`src/rtl/countdown_pkg.sv`:
```
// Shared types and helpers for the hh:mm:ss countdown timer.
package countdown_pkg;

  typedef enum logic [1:0] {IDLE, RUN, PAUSE, EXPIRED} state_t;

  localparam int unsigned SEC_MAX = 59;
  localparam int unsigned MIN_MAX = 59;

  // Saturate a field value to its legal maximum.
  function automatic logic [31:0] clamp(input logic [31:0] v, input logic [31:0] max);
    return (v > max) ? max : v;
  endfunction

endpackage

```
`src/rtl/down_cnt_mod.sv`:
```
// One down-counting time field; wraps to MAX and raises borrow when decremented at zero.
module down_cnt_mod #(
  parameter int W   = 6,
  parameter int MAX = 59
) (
  input  logic         clk,
  input  logic         reset,
  input  logic         en,
  input  logic         load,
  input  logic [W-1:0] load_val,
  output logic [W-1:0] value,
  output logic         borrow
);

  assign borrow = en && (value == '0);

  always_ff @(posedge clk or posedge reset) begin
    if (reset)        value <= '0;
    else if (load)    value <= load_val;
    else if (en)      value <= (value == '0) ? W'(MAX) : value - 1'b1;
  end

endmodule

```
`src/rtl/countdown_timer.sv`:
```
// hh:mm:ss countdown timer with load/start/pause control and a one-cycle done pulse.
// Optional AUTO_RELOAD_EN: on expiry reload the preset and keep running.
module countdown_timer
  import countdown_pkg::*;
#(
  parameter int W      = 6,
  parameter int HH_MAX = 23
) (
  input  logic         clk,
  input  logic         reset,
  input  logic         tick,
  input  logic         load,
  input  logic         start,
  input  logic         pause,
  input  logic [W-1:0] ss_in,
  input  logic [W-1:0] mm_in,
  input  logic [W-1:0] hh_in,
  output logic [W-1:0] ss,
  output logic [W-1:0] mm,
  output logic [W-1:0] hh,
  output logic         running,
  output logic         done
);

  state_t state, state_nxt;
  logic done_nxt, ld, dec;
  logic [W-1:0] ld_ss, ld_mm, ld_hh;
  logic [W-1:0] in_ss, in_mm, in_hh;
  logic ss_borrow, mm_borrow, hh_borrow;
  logic fld_ld;
  logic [W-1:0] fld_ss, fld_mm, fld_hh;
  logic is_zero, is_one;

  assign in_ss = W'(clamp(32'(ss_in), SEC_MAX));
  assign in_mm = W'(clamp(32'(mm_in), MIN_MAX));
  assign in_hh = W'(clamp(32'(hh_in), 32'(HH_MAX)));

  assign is_zero = (ss == '0) && (mm == '0) && (hh == '0);
  assign is_one  = (ss == W'(1)) && (mm == '0) && (hh == '0);

`ifdef AUTO_RELOAD_EN
  logic [W-1:0] pre_ss, pre_mm, pre_hh;

  always_ff @(posedge clk or posedge reset) begin
    if (reset) begin
      pre_ss <= '0;
      pre_mm <= '0;
      pre_hh <= '0;
    end else if (load) begin
      pre_ss <= in_ss;
      pre_mm <= in_mm;
      pre_hh <= in_hh;
    end
  end
`endif

  always_comb begin
    state_nxt = state;
    done_nxt  = 1'b0;
    ld        = 1'b0;
    dec       = 1'b0;
    ld_ss     = in_ss;
    ld_mm     = in_mm;
    ld_hh     = in_hh;
    if (load) begin
      ld        = 1'b1;
      state_nxt = IDLE;
    end else if (start && (state == IDLE || state == PAUSE)) begin
      if (is_zero) begin
        state_nxt = EXPIRED;
        done_nxt  = 1'b1;
      end else begin
        state_nxt = RUN;
      end
    end else if (pause && state == RUN) begin
      state_nxt = PAUSE;
    end else if (state == RUN && tick) begin
      if (is_one) begin
        done_nxt = 1'b1;
`ifdef AUTO_RELOAD_EN
        if ({pre_ss, pre_mm, pre_hh} == '0) begin
          dec       = 1'b1;
          state_nxt = EXPIRED;
        end else begin
          ld    = 1'b1;
          ld_ss = pre_ss;
          ld_mm = pre_mm;
          ld_hh = pre_hh;
        end
`else
        dec       = 1'b1;
        state_nxt = EXPIRED;
`endif
      end else begin
        dec = 1'b1;
      end
    end
  end

  // An hour borrow means the count would drop below zero: floor it instead of wrapping.
  assign fld_ld = ld | hh_borrow;
  assign fld_ss = hh_borrow ? '0 : ld_ss;
  assign fld_mm = hh_borrow ? '0 : ld_mm;
  assign fld_hh = hh_borrow ? '0 : ld_hh;

  down_cnt_mod #(.W(W), .MAX(SEC_MAX)) u_ss (
    .clk(clk), .reset(reset), .en(dec), .load(fld_ld), .load_val(fld_ss),
    .value(ss), .borrow(ss_borrow)
  );

  down_cnt_mod #(.W(W), .MAX(MIN_MAX)) u_mm (
    .clk(clk), .reset(reset), .en(ss_borrow), .load(fld_ld), .load_val(fld_mm),
    .value(mm), .borrow(mm_borrow)
  );

  down_cnt_mod #(.W(W), .MAX(HH_MAX)) u_hh (
    .clk(clk), .reset(reset), .en(mm_borrow), .load(fld_ld), .load_val(fld_hh),
    .value(hh), .borrow(hh_borrow)
  );

  always_ff @(posedge clk or posedge reset) begin
    if (reset) begin
      state   <= IDLE;
      running <= 1'b0;
      done    <= 1'b0;
    end else begin
      state   <= state_nxt;
      running <= (state_nxt == RUN);
      done    <= done_nxt;
    end
  end

endmodule

```
`config.mk`:
```
export PLATFORM = sky130hd
export DESIGN_NAME = countdown_timer
export DESIGN_NICKNAME = d
export VERILOG_FILES = /design/src/rtl/countdown_pkg.sv /design/src/rtl/down_cnt_mod.sv /design/src/rtl/countdown_timer.sv
export SDC_FILE = /design/constraint.sdc
export NUM_CORES = 1
export LEC_CHECK = 0
export ABC_AREA = 1
export BUFFER_PORTS_ARGS = -buffer_cell sky130_fd_sc_hd__buf_2
export CORE_UTILIZATION = 48
export DETAILED_ROUTE_END_ITERATION = 6
export GPL_ROUTABILITY_DRIVEN = 0
export PLACE_DENSITY = 0.76
export RECOVER_POWER = 50
export REMOVE_ABC_BUFFERS = 1
export SLEW_MARGIN = 20
export SYNTH_ARGS = -nofsm -noshare
export SYNTH_HDL_FRONTEND = slang
export SYNTH_SLANG_ARGS = --single-unit
export TNS_END_PERCENT = 100
```
`constraint.sdc`:
```
create_clock -name clk -period 1.4 [get_ports clk]
set_input_delay 0.42 -clock clk [delete_from_list [all_inputs] [get_ports clk]]
set_output_delay 0.42 -clock clk [all_outputs]
set_load 0.05 [all_outputs]
```
-- Word level (Yosys, flattened, before mapping)
Cells that the tools add are included.
- bitwise logic cells: 1
- $add $sub $neg: 3
- reductions and logical operators: 18
- mux-type cells: 32
- eq/ne operators: 4
- order comparisons: 3
- operators with widths (operator ; count):
    $mux W6 ; 15
    $logic_not A6 Y1 ; 3
    $sub A6 B1 Y6 const B ; 3
    $gt A6 B6 Y1 const B ; 2
    $mux W2 ; 6
    $mux W1 ; 11
    $logic_and A1 B1 Y1 ; 10
    $eq A6 B1 Y1 const B ; 1
    $gt A6 B5 Y1 const B ; 1
    $reduce_bool A2 Y1 ; 3
    $eq A2 B1 Y1 const B ; 2
    $eq A2 B2 Y1 const B ; 1
    $logic_not A2 Y1 ; 1
    $logic_or A1 B1 Y1 ; 1
    $or A1 B1 Y1 ; 1
- register bits: 22

-- Longest topological paths before layout
Gate-level depths: netlist of run 1.
- word-level depth: 11
- mapped depth: 9

-- Hierarchy
Synthesis of run 1 repeated with hierarchy kept, for this count alone.
- cell total of the unflattened synthesis: 291
- area, all modules: 1828.0 µm²
- modules (own cells, without submodules) (module ; cells an instance ; times used ; area each (µm²)):
    down_cnt_mod (u_mm ...) ; 66 ; 2 ; 451.7
    countdown_timer ; 92 ; 1 ; 481.7
    down_cnt_mod (u_hh) ; 67 ; 1 ; 442.9

-- Least setup slack after synthesis of run 1
OpenSTA, ideal clock, no wires.
- kind: reg-to-reg
- from: reg u_ss.value[0]
- to: reg u_mm.value[0]
- cell stages (with the launch flop): 9
- buffers on the path: 0
- setup time: 0.118 ns
- arrival: 1.648 ns
- setup slack: -0.366 ns
- cells stage by stage: dfrtp_1 inv_1 ha_1 nand3_4 inv_6 a21oi_4 nor2_4 nand2_1 nand2_1
- cells in the longest elaborated chain, start to end: 6
- elaborated cells on any way between the ends: 8
- ends and longest elaborated chain (item ; RTL line ; source):
    from (decl) ; down_cnt_mod.sv:11 ; output logic [W-1:0] value,
    from (signal assigned) ; down_cnt_mod.sv:19 ; else if (load) value <= load_val;
    from (signal assigned) ; down_cnt_mod.sv:20 ; else if (en) value <= (value == '0) ? W'(MAX) : value - 1'b1;
    $logic_not A6 Y1 * ; down_cnt_mod.sv:15 ; assign borrow = en && (value == '0);
    $logic_and A1 B1 Y1 * ; down_cnt_mod.sv:15 ;
    $logic_and A1 B1 Y1 (2 in a row) ; down_cnt_mod.sv:15 ;
    $mux W6 or $or A1 B1 Y1 (tied branches) ; countdown_timer.sv:103, countdown_timer.sv:101 ;
    $mux W6 or $reduce_bool A2 Y1 (tied branches) ; -- ;
    to (signal assigned) ; down_cnt_mod.sv:19 ;
    to (signal assigned) ; down_cnt_mod.sv:20 ;
    to (decl) ; down_cnt_mod.sv:11 ;
Every way passes the cells marked *; elsewhere a longest branch is shown, timed or not.
A chain may end at the register's enable or synchronous reset.

-- Worst setup path after layout of run 1
- from: reg u_mm.value[1]
- to: reg u_ss.value[1]
- cells in the longest elaborated chain, start to end: 5
- elaborated cells on any way between the ends: 7
- ends and longest elaborated chain (item ; RTL line):
    $logic_not A6 Y1 * ; down_cnt_mod.sv:15
    $logic_and A1 B1 Y1 * (2 in a row) ; down_cnt_mod.sv:15
    $mux W6 or $or A1 B1 Y1 (tied branches) ; countdown_timer.sv:102, countdown_timer.sv:101
    $mux W6 or $reduce_bool A2 Y1 (tied branches) ; --
Marks and branches as above.

==> run metrics, run 1 <==
slowest cell on the critical path dfrtp_1; internal power 1.86 mW; CTS tree built; peak supply drop 0.772 mV; grt total ovfl 0; switching part of the total power 42.5%; gr busiest metal met2; Buf/Inv on CP 1; Clock power frac 15.5%; slowest stage delay, CP 0.43 ns; placed cell areas 2200 sq um; chip width 62.3 microns; Reg-to-Reg Start u_mm.value[1]; failing checks negative setup slack; Post-Synthesis Cells 246; commonest non-fill, non-tap cell in the layout nand2_1; top-area cell type share of the netlist area 31.6%; CP arrival 1.70 ns; met1 usage 34.0%; antenna cell count 0; Routed Antenna Nets 0; # DRC 0; CP Cell Sequence inv_2, ha_4, nand3_2, nor2_4, nand3_4, nand3_1, o21ai_1; FP Rows 21; initial core utilization 51.1%; die height 62.3 microns; Psw 1.37 mW; fin crit share 106%; worst slew pin tran 0.580 ns; pin count of the biggest net entering global routing 23; RSZ-0062 raised after global routing true; met2 Use GR 49.2%; CTS Hold Buffers Added 0; post-synth cell types 30; full die area 3880 sq um; Setup Skew 0.00124 ns; Setup WS post-layout -0.0783 ns; post-synthesis register bit count 22; H-tree levels 1; Area contributors post-synth dfrtp_1, nand2_1, nand3_1, ha_1, inv_1; Synth warnings 0; Fmax 676 MHz; first-pass GRT wire length 8600 microns; Cell Area, Synth 1740 sq um; total CTS buffers 3; initial antenna violation count 0; Seq pwr share 26.4%; Synth-to-Final Area Change 59.0%; CTS root buffer clkbuf_4; PwrDens 1160 nW/um^2; met3 Use GR 4.41%; Synth area leader dfrtp_1; DRT Pass-1 Iters 4; fillcell total 205; setup violators final 29; crit path kind reg2reg; Max-Cap Viols 0; placed wire-length estimate 3280 microns; Worst EP required 1.62 ns; Tmin final 1.48 ns; pre-CTS WS -0.0857 ns; clk buf depth 2; wirelength, routed 5480 microns; layout cells sized above 1 45.3%; P_leak 1.38 nW; 1st-iter DRT viols 139; type of destination of the critical path register; syn_area_per_cell 7.09 sq um; most frequent cells in the layout nand2_1, buf_4, buf_2; Via-to-Cell Ratio 5.27; top cell family by delay on the critical path simple AND/OR/NAND/NOR gates; Gate power share 58.1%; fin nets 372; final hold vios 0; sequential area share after synthesis 31.6%; Worst Setup Start Kind register; Max Slew Vio Count 0; vias in the first global route 1953; status finished, violations left; max_slew headroom 61.3%; crit path launch u_mm.value[1]; Final Cell Area 2770 sq um; Total GRT Usage 27.7%; Buffers on Ports 43; Worst-path clk slew 0.13 ns; DR vias 2035; wire length per cell 14.2 microns; crit path max fanout 5; Top Ports 44; core footprint 3420 sq um; worst min path class in2async; Clock Sinks 22; Skew-Pair Late Insertion Delay 0.32 ns
worst reg2reg max path: cells and delay by family (launching register included):
family / cells / cell delay [ns]
compound gates: 1 / 0.06
fa+ha+maj: 1 / 0.16
buf+inv: 1 / 0.12
flops: 1 / 0.43
simple gates: 4 / 0.61
stage by stage:
stage | hold slack (ns) | total power, mW | utilization (%) | instances | setup TNS (ns)
floorplan | 0.409 | 1.74 | - | 243 | -5.42
global placement | 0.467 | 2.16 | 64.4 | 359 | -0.257
detailed placement | 0.474 | 2.17 | 64.4 | 359 | -0.530
CTS | 0.122 | 3.03 | 75.8 | 381 | -0.179
global route | 0.253 | 3.39 | 81.2 | 386 | -2.43
finish | 0.217 | 3.23 | 81.2 | 386 | -0.952
layer usage:
layer | share of wire, % | up-vias
li1 | - | 983
met1 | 42 | 952
met2 | 51 | 84
met3 | 5.0 | 16
met4 | 2.6 | 0
met5 | 0 | -
registers in the layout, summed over array words and instances, names as in the netlist:
name        cells
done            1
running         1
state           2
u_hh.value      6
u_mm.value      6
u_ss.value      6
final timing paths:
path,end,slack [ns],cells past startpoint
min in group clk,state[0],0.38,3
setup reg to reg,u_ss.value[1],-0.08,7
hold reg to reg,u_hh.value[5],0.58,2
hold / removal,u_mm.value[2],0.22,3
max in group asynchronous,u_hh.value[3],0.77,3
setup / recovery,u_ss.value[1],-0.08,7
synth_stat cells, drive strengths merged:
| cell | n |
|---|---|
| nand2 | 91 |
| nor2 | 32 |
| inv | 26 |
| nand3 | 26 |
| dfrtp | 22 |
| o21ai | 13 |
| nand4 | 10 |
| ha | 7 |
| xnor2 | 4 |
| a21oi | 3 |
| buf | 3 |
| or2 | 3 |
| nor3 | 2 |
| a21o | 1 |
| nand3b | 1 |
| o211ai | 1 |
| xor2 | 1 |
repair_timing:
action,in CTS,in global routing
cloned,1,0
pin swaps,5,11
gates resized for setup,63,41
setup endpoints to repair,25,35
setup buffers,17,5
power by group through the flow:
stage	clock network (mW)	registers, mW	logic [mW]
final	0.500	0.852	1.87
after global routing	0.526	0.863	2.00
after CTS	0.499	0.834	1.70
after detailed placement	0	0.848	1.33
after global placement	0	0.848	1.31
after floorplan	0	1.21	0.528
area by class of cell:
type | instances | area [sq um] | area share, %
Multi-Input combinational cell | 196 | 1210 | 43.8
Timing Repair Buffer | 92 | 787 | 28.4
Sequential cell | 22 | 558 | 20.1
Inverter | 26 | 105 | 3.79
Tap cell | 46 | 57.6 | 2.07
Clock inverter | 1 | 30.0 | 1.08
Clock buffer | 3 | 22.5 | 0.812
kinds of logic after synthesis:
| logic type | after synthesis | synth area share [%] |
|---|---|---|
| simple gates | 165 | 47.5 |
| buf+inv | 29 | 7.10 |
| flops | 22 | 31.6 |
| xor+xnor | 5 | 2.51 |
| fa+ha+maj | 7 | 5.02 |
| compound gates | 18 | 6.31 |
No activity file was read; power rests on OpenSTA's default activity.
==> inputs of run 2 (changes only) <==
--- a/config.mk
+++ b/config.mk
@@ -8,11 +8,13 @@
 export ABC_AREA = 1
 export BUFFER_PORTS_ARGS = -buffer_cell sky130_fd_sc_hd__buf_2
 export CORE_UTILIZATION = 48
+export CTS_CLUSTER_DIAMETER = 100
 export DETAILED_ROUTE_END_ITERATION = 6
 export GPL_ROUTABILITY_DRIVEN = 0
 export PLACE_DENSITY = 0.76
 export RECOVER_POWER = 50
 export REMOVE_ABC_BUFFERS = 1
+export SKIP_CTS_REPAIR_TIMING = 1
 export SLEW_MARGIN = 20
 export SYNTH_ARGS = -nofsm -noshare
 export SYNTH_HDL_FRONTEND = slang
==> run 2 against run 1 <==
The run still ends with negative setup slack left. Design area is 1.9% lower. Worst setup slack worse by 0.0061 ns. Highest routed layer unchanged. Power is 2.8% lower. Critical path depth is 5 lower. Flip-flop and latch count stayed put. Sequential share of layout area is 0.43 points higher. Worst hold slack worse by 0.021 ns. Sequential power is 2.5% higher. Critical path type is now reg2out. Die area stayed put. Maximum frequency is 0.41% lower. Largest power group unchanged.
==> run metrics, run 2 (synthesized netlist as in run 1, its figures left out) <==
core footprint 3420 sq um; CTS tree built; Setup WS post-layout -0.0844 ns; peak supply drop 0.824 mV; DRT Pass-1 Iters 4; Synth-to-Final Area Change 56.0%; grt total ovfl 0; CTS root buffer clkbuf_4; RSZ-0062 raised after global routing true; FP Rows 21; clk buf depth 2; max_slew headroom 61.5%; Top Ports 44; crit path kind reg2out; Layout Cells excl Fill 374; reg2reg setup slack -0.03 ns; fin util 79.7%; worst reg2reg path depth 8; commonest non-fill, non-tap cell in the layout nand2_1; initial antenna violation count 0; first-pass GRT wire length 7500 microns; die height 62.3 microns; slowest stage delay, CP 0.41 ns; worst slew pin tran 0.577 ns; Setup Skew 0.0137 ns; worst min path class in2async; H-tree levels 1; initial core utilization 51.1%; Worst-path clk slew 0.14 ns; final hold vios 0; crit path launch u_hh.value[2]; wire length per cell 13.9 microns; Worst Setup Start Kind register; reg2reg end u_hh.value[1]; type of destination of the critical path output port; Psw 1.37 mW; placed cell areas 2200 sq um; vias in the first global route 1727; Max Slew Vio Count 0; Routed Antenna Nets 0; slowest cell on the critical path dfrtp_1; placed wire-length estimate 3280 microns; Fmax 674 MHz; dpl cells 359; Largest regs u_hh.value x6, u_mm.value x6, u_ss.value x6; total CTS buffers 3; internal power 1.77 mW; Seq pwr share 27.8%; wirelength, routed 5200 microns; Gate power share 55.8%; Clock power frac 16.4%; Worst EP required 0.98 ns; pin count of the biggest net entering global routing 23; Skew-Pair Late Insertion Delay 0.33 ns; layout cells sized above 1 46.6%; Reg-to-Reg Start u_ss.value[2]; Final Cell Area 2720 sq um; antenna cell count 0; Clock Sinks 22; # DRC 0; Tmin final 1.48 ns; Buffers on Ports 43; Total GRT Usage 23.9%; status finished, violations left; PwrDens 1150 nW/um^2; CP arrival 1.06 ns; CP Cell Sequence buf_4, buf_6; setup violators final 20; DR vias 1960; fin nets 360; 1st-iter DRT viols 85; switching part of the total power 43.6%; Via-to-Cell Ratio 5.24; most frequent cells in the layout nand2_1, buf_2, buf_4; fin crit share 106%; P_leak 1.34 nW; crit path max fanout 6; chip width 62.3 microns; full die area 3880 sq um; Max-Cap Viols 0; failing checks negative setup slack
run 2: cell count changes in the layout (fill, tap and decap cells not counted), moves of 3 or more:
| cell | change |
|---|---|
| buf_4 | -9 |
| buf_8 | -3 |
| nand2_1 | -3 |
| nand2_4 | +4 |
| nand2_8 | -3 |
| nand3_1 | -6 |
| nand3_2 | +5 |
| nor2_2 | -3 |
run 2: how the worst max path moves through the flow:
| stage | to | slack (ns) | cells past startpoint |
|---|---|---|---|
| finish | hh[2] | -0.08 | 2 |
| global route | mm[2] | -0.11 | 2 |
| CTS | hh[2] | -0.15 | 2 |
| detailed placement | u_ss.value[2] | -0.09 | 9 |
| global placement | u_ss.value[2] | -0.05 | 9 |
| floorplan | u_mm.value[0] | -0.37 | 8 |
run 2: metal layers:
metal,track usage [%],wire length [microns]
met5,0,0
met4,5.81,38
met3,2.94,268
met2,41.3,2680
met1,31.7,2210
run 2: power by group through the flow:
stage               Clock (mW)  Combinational [mW]  Sequential [mW]
floorplan                    0               0.528             1.21
global placement             0                1.31            0.848
detailed placement           0                1.33            0.848
CTS                      0.499                1.33            0.837
global route             0.531                1.87            0.884
finish                   0.513                1.75            0.873
run 2: through the flow:
| stage | power, mW | setup TNS (ns) | hold slack (ns) | setup slack, ns |
|---|---|---|---|---|
| global route | 3.29 | -2.07 | 0.245 | -0.110 |
| global placement | 2.16 | -0.257 | 0.467 | -0.0545 |
| detailed placement | 2.17 | -0.530 | 0.474 | -0.0857 |
| floorplan | 1.74 | -5.42 | 0.409 | -0.366 |
| CTS | 2.67 | -1.81 | 0.122 | -0.151 |
| finish | 3.14 | -0.687 | 0.196 | -0.0844 |
run 2: critical path: cells and delay by family, from the launching register on:
family / cells / cell delay [ns]
flip-flops: 1 / 0.41
buffers and inverters: 2 / 0.32
run 2: final cells by class:
type	count	area, sq um
Inverter	26	105
Clock inverter	1	30.0
Fill cell	224	694
Sequential cell	22	559
Clock buffer	3	22.5
Tap cell	46	57.6
Timing Repair Buffer	80	683
Multi-Input combinational cell	196	1260
==> inputs of run 3 (changes only) <==
--- a/config.mk
+++ b/config.mk
@@ -15,6 +15,7 @@
 export RECOVER_POWER = 50
 export REMOVE_ABC_BUFFERS = 1
 export SKIP_CTS_REPAIR_TIMING = 1
+export SKIP_LAST_GASP = 1
 export SLEW_MARGIN = 20
 export SYNTH_ARGS = -nofsm -noshare
 export SYNTH_HDL_FRONTEND = slang
==> run 3 against run 2 <==
The flow still finishes with violations (negative setup slack). Sequential share of layout area hardly changed. Clock power barely moved. Global-route usage unchanged. Sequential power barely moved. Via count increased by 0.46%. Clock-buffer cell count unchanged. Die area unchanged. Largest cell class unchanged. Highest routed layer unchanged.
==> run metrics, run 3 (synthesized netlist as in run 1, its figures left out) <==
top cell family by delay on the critical path flip-flops; H-tree levels 1; Buffers on Ports 43; wirelength, routed 5180 microns; Routed Antenna Nets 0; total CTS buffers 3; chip width 62.3 microns; initial core utilization 51.1%; met3 Use GR 2.94%; Synth-to-Final Area Change 55.7%; worst slew pin tran 0.578 ns; pre-CTS WS -0.0857 ns; DR vias 1969; layout cells sized above 1 46.3%; Skew-Pair Late Insertion Delay 0.33 ns; PwrDens 1150 nW/um^2; Tmin final 1.48 ns; gr busiest metal met2; # DRC 0; 1st-iter DRT viols 92; grt total ovfl 0; fillcell total 224; crit path max fanout 6; core footprint 3420 sq um; RSZ-0062 raised after global routing true; first-pass GRT wire length 7500 microns; Fmax 676 MHz; reg2reg setup slack -0.03 ns; most frequent cells in the layout nand2_1, buf_2, buf_4; worst min path class in2async; Max-Cap Viols 0; Total GRT Usage 23.9%; fin crit share 106%; WP depth 2; die height 62.3 microns; Top Ports 44; pin count of the biggest net entering global routing 23; setup violators final 21; final hold vios 0; Largest regs u_hh.value x6, u_mm.value x6, u_ss.value x6; commonest non-fill, non-tap cell in the layout nand2_1; Final Cell Area 2720 sq um; Via-to-Cell Ratio 5.26; initial antenna violation count 0; CTS root buffer clkbuf_4; Worst-path clk slew 0.14 ns; Clock Sinks 22; Setup Skew 0.0123 ns; CP Cell Sequence buf_4, buf_6; P_leak 1.34 nW; slowest stage delay, CP 0.41 ns; TNS Setup -0.686 ns; CP arrival 1.06 ns; antenna cell count 0; Reg-to-Reg Start u_mm.value[0]; vias in the first global route 1727; CTS tree built; type of destination of the critical path output port; placed wire-length estimate 3280 microns; max_slew headroom 61.5%; FP Rows 21; met1 usage 31.7%; Worst EP required 0.98 ns; full die area 3880 sq um; wire length per cell 13.9 microns; Power Total 3.13 mW; placed cell areas 2200 sq um; Buf/Inv on CP 2; worst reg2reg path depth 9; Worst Setup Start Kind register; DRT Pass-1 Iters 4; crit path kind reg2out; reg2reg end u_mm.value[4]; Setup WS post-layout -0.0802 ns; slowest cell on the critical path dfrtp_1; Max Slew Vio Count 0; peak supply drop 0.823 mV; status finished, violations left; failing checks negative setup slack; fin nets 360; met2 Use GR 41.3%; clk buf depth 2
==> run 3: power by group <==
group	internal (mW)	total [mW]	switching, mW	leakage, nW
Combinational	0.735	1.75	1.01	1.05
Clock	0.290	0.510	0.221	0.0279
Sequential	0.743	0.872	0.129	0.260
Total	1.77	3.13	1.36	1.34
==> run 3: layout make-up <==
| class | instances | area, sq um | area share [%] |
|---|---|---|---|
| Timing Repair Buffer | 80 | 683 | 25.1 |
| Multi-Input combinational cell | 196 | 1260 | 46.3 |
| Clock buffer | 3 | 22.5 | 0.829 |
| Clock inverter | 1 | 30.0 | 1.11 |
| Inverter | 26 | 105 | 3.87 |
| Sequential cell | 22 | 559 | 20.6 |
| Tap cell | 46 | 57.6 | 2.12 |
==> run 3: worst max path at each step <==
stage,from,end
2_1_floorplan,u_ss.value[0],u_mm.value[0]
3_3_place_gp,pause,u_ss.value[2]
3_5_place_dp,pause,u_ss.value[2]
4_1_cts,u_hh.value[2],hh[2]
5_1_grt,u_mm.value[2],mm[2]
6_report,u_hh.value[2],hh[2]
==> run 3: worst min-delay path, stage by stage <==
cell,delay (ns)
buf_2,0.09
inv_1,0.04
clkbuf_2,0.46
==> run 3: through the flow <==
stage	std cells	hold slack [ns]	util, %
after floorplan	243	0.409	-
after global placement	359	0.467	64.4
after detailed placement	359	0.474	64.4
after CTS	363	0.122	65.9
after global routing	374	0.245	79.5
final	374	0.199	79.5
==> run 3: per-layer routing <==
| layer | wire length (microns) | part of all wire [%] |
|---|---|---|
| met3 | 262 | 5.1 |
| met1 | 2210 | 43 |
| met4 | 45 | 0.87 |
| met5 | 0 | 0 |
| met2 | 2660 | 51 |
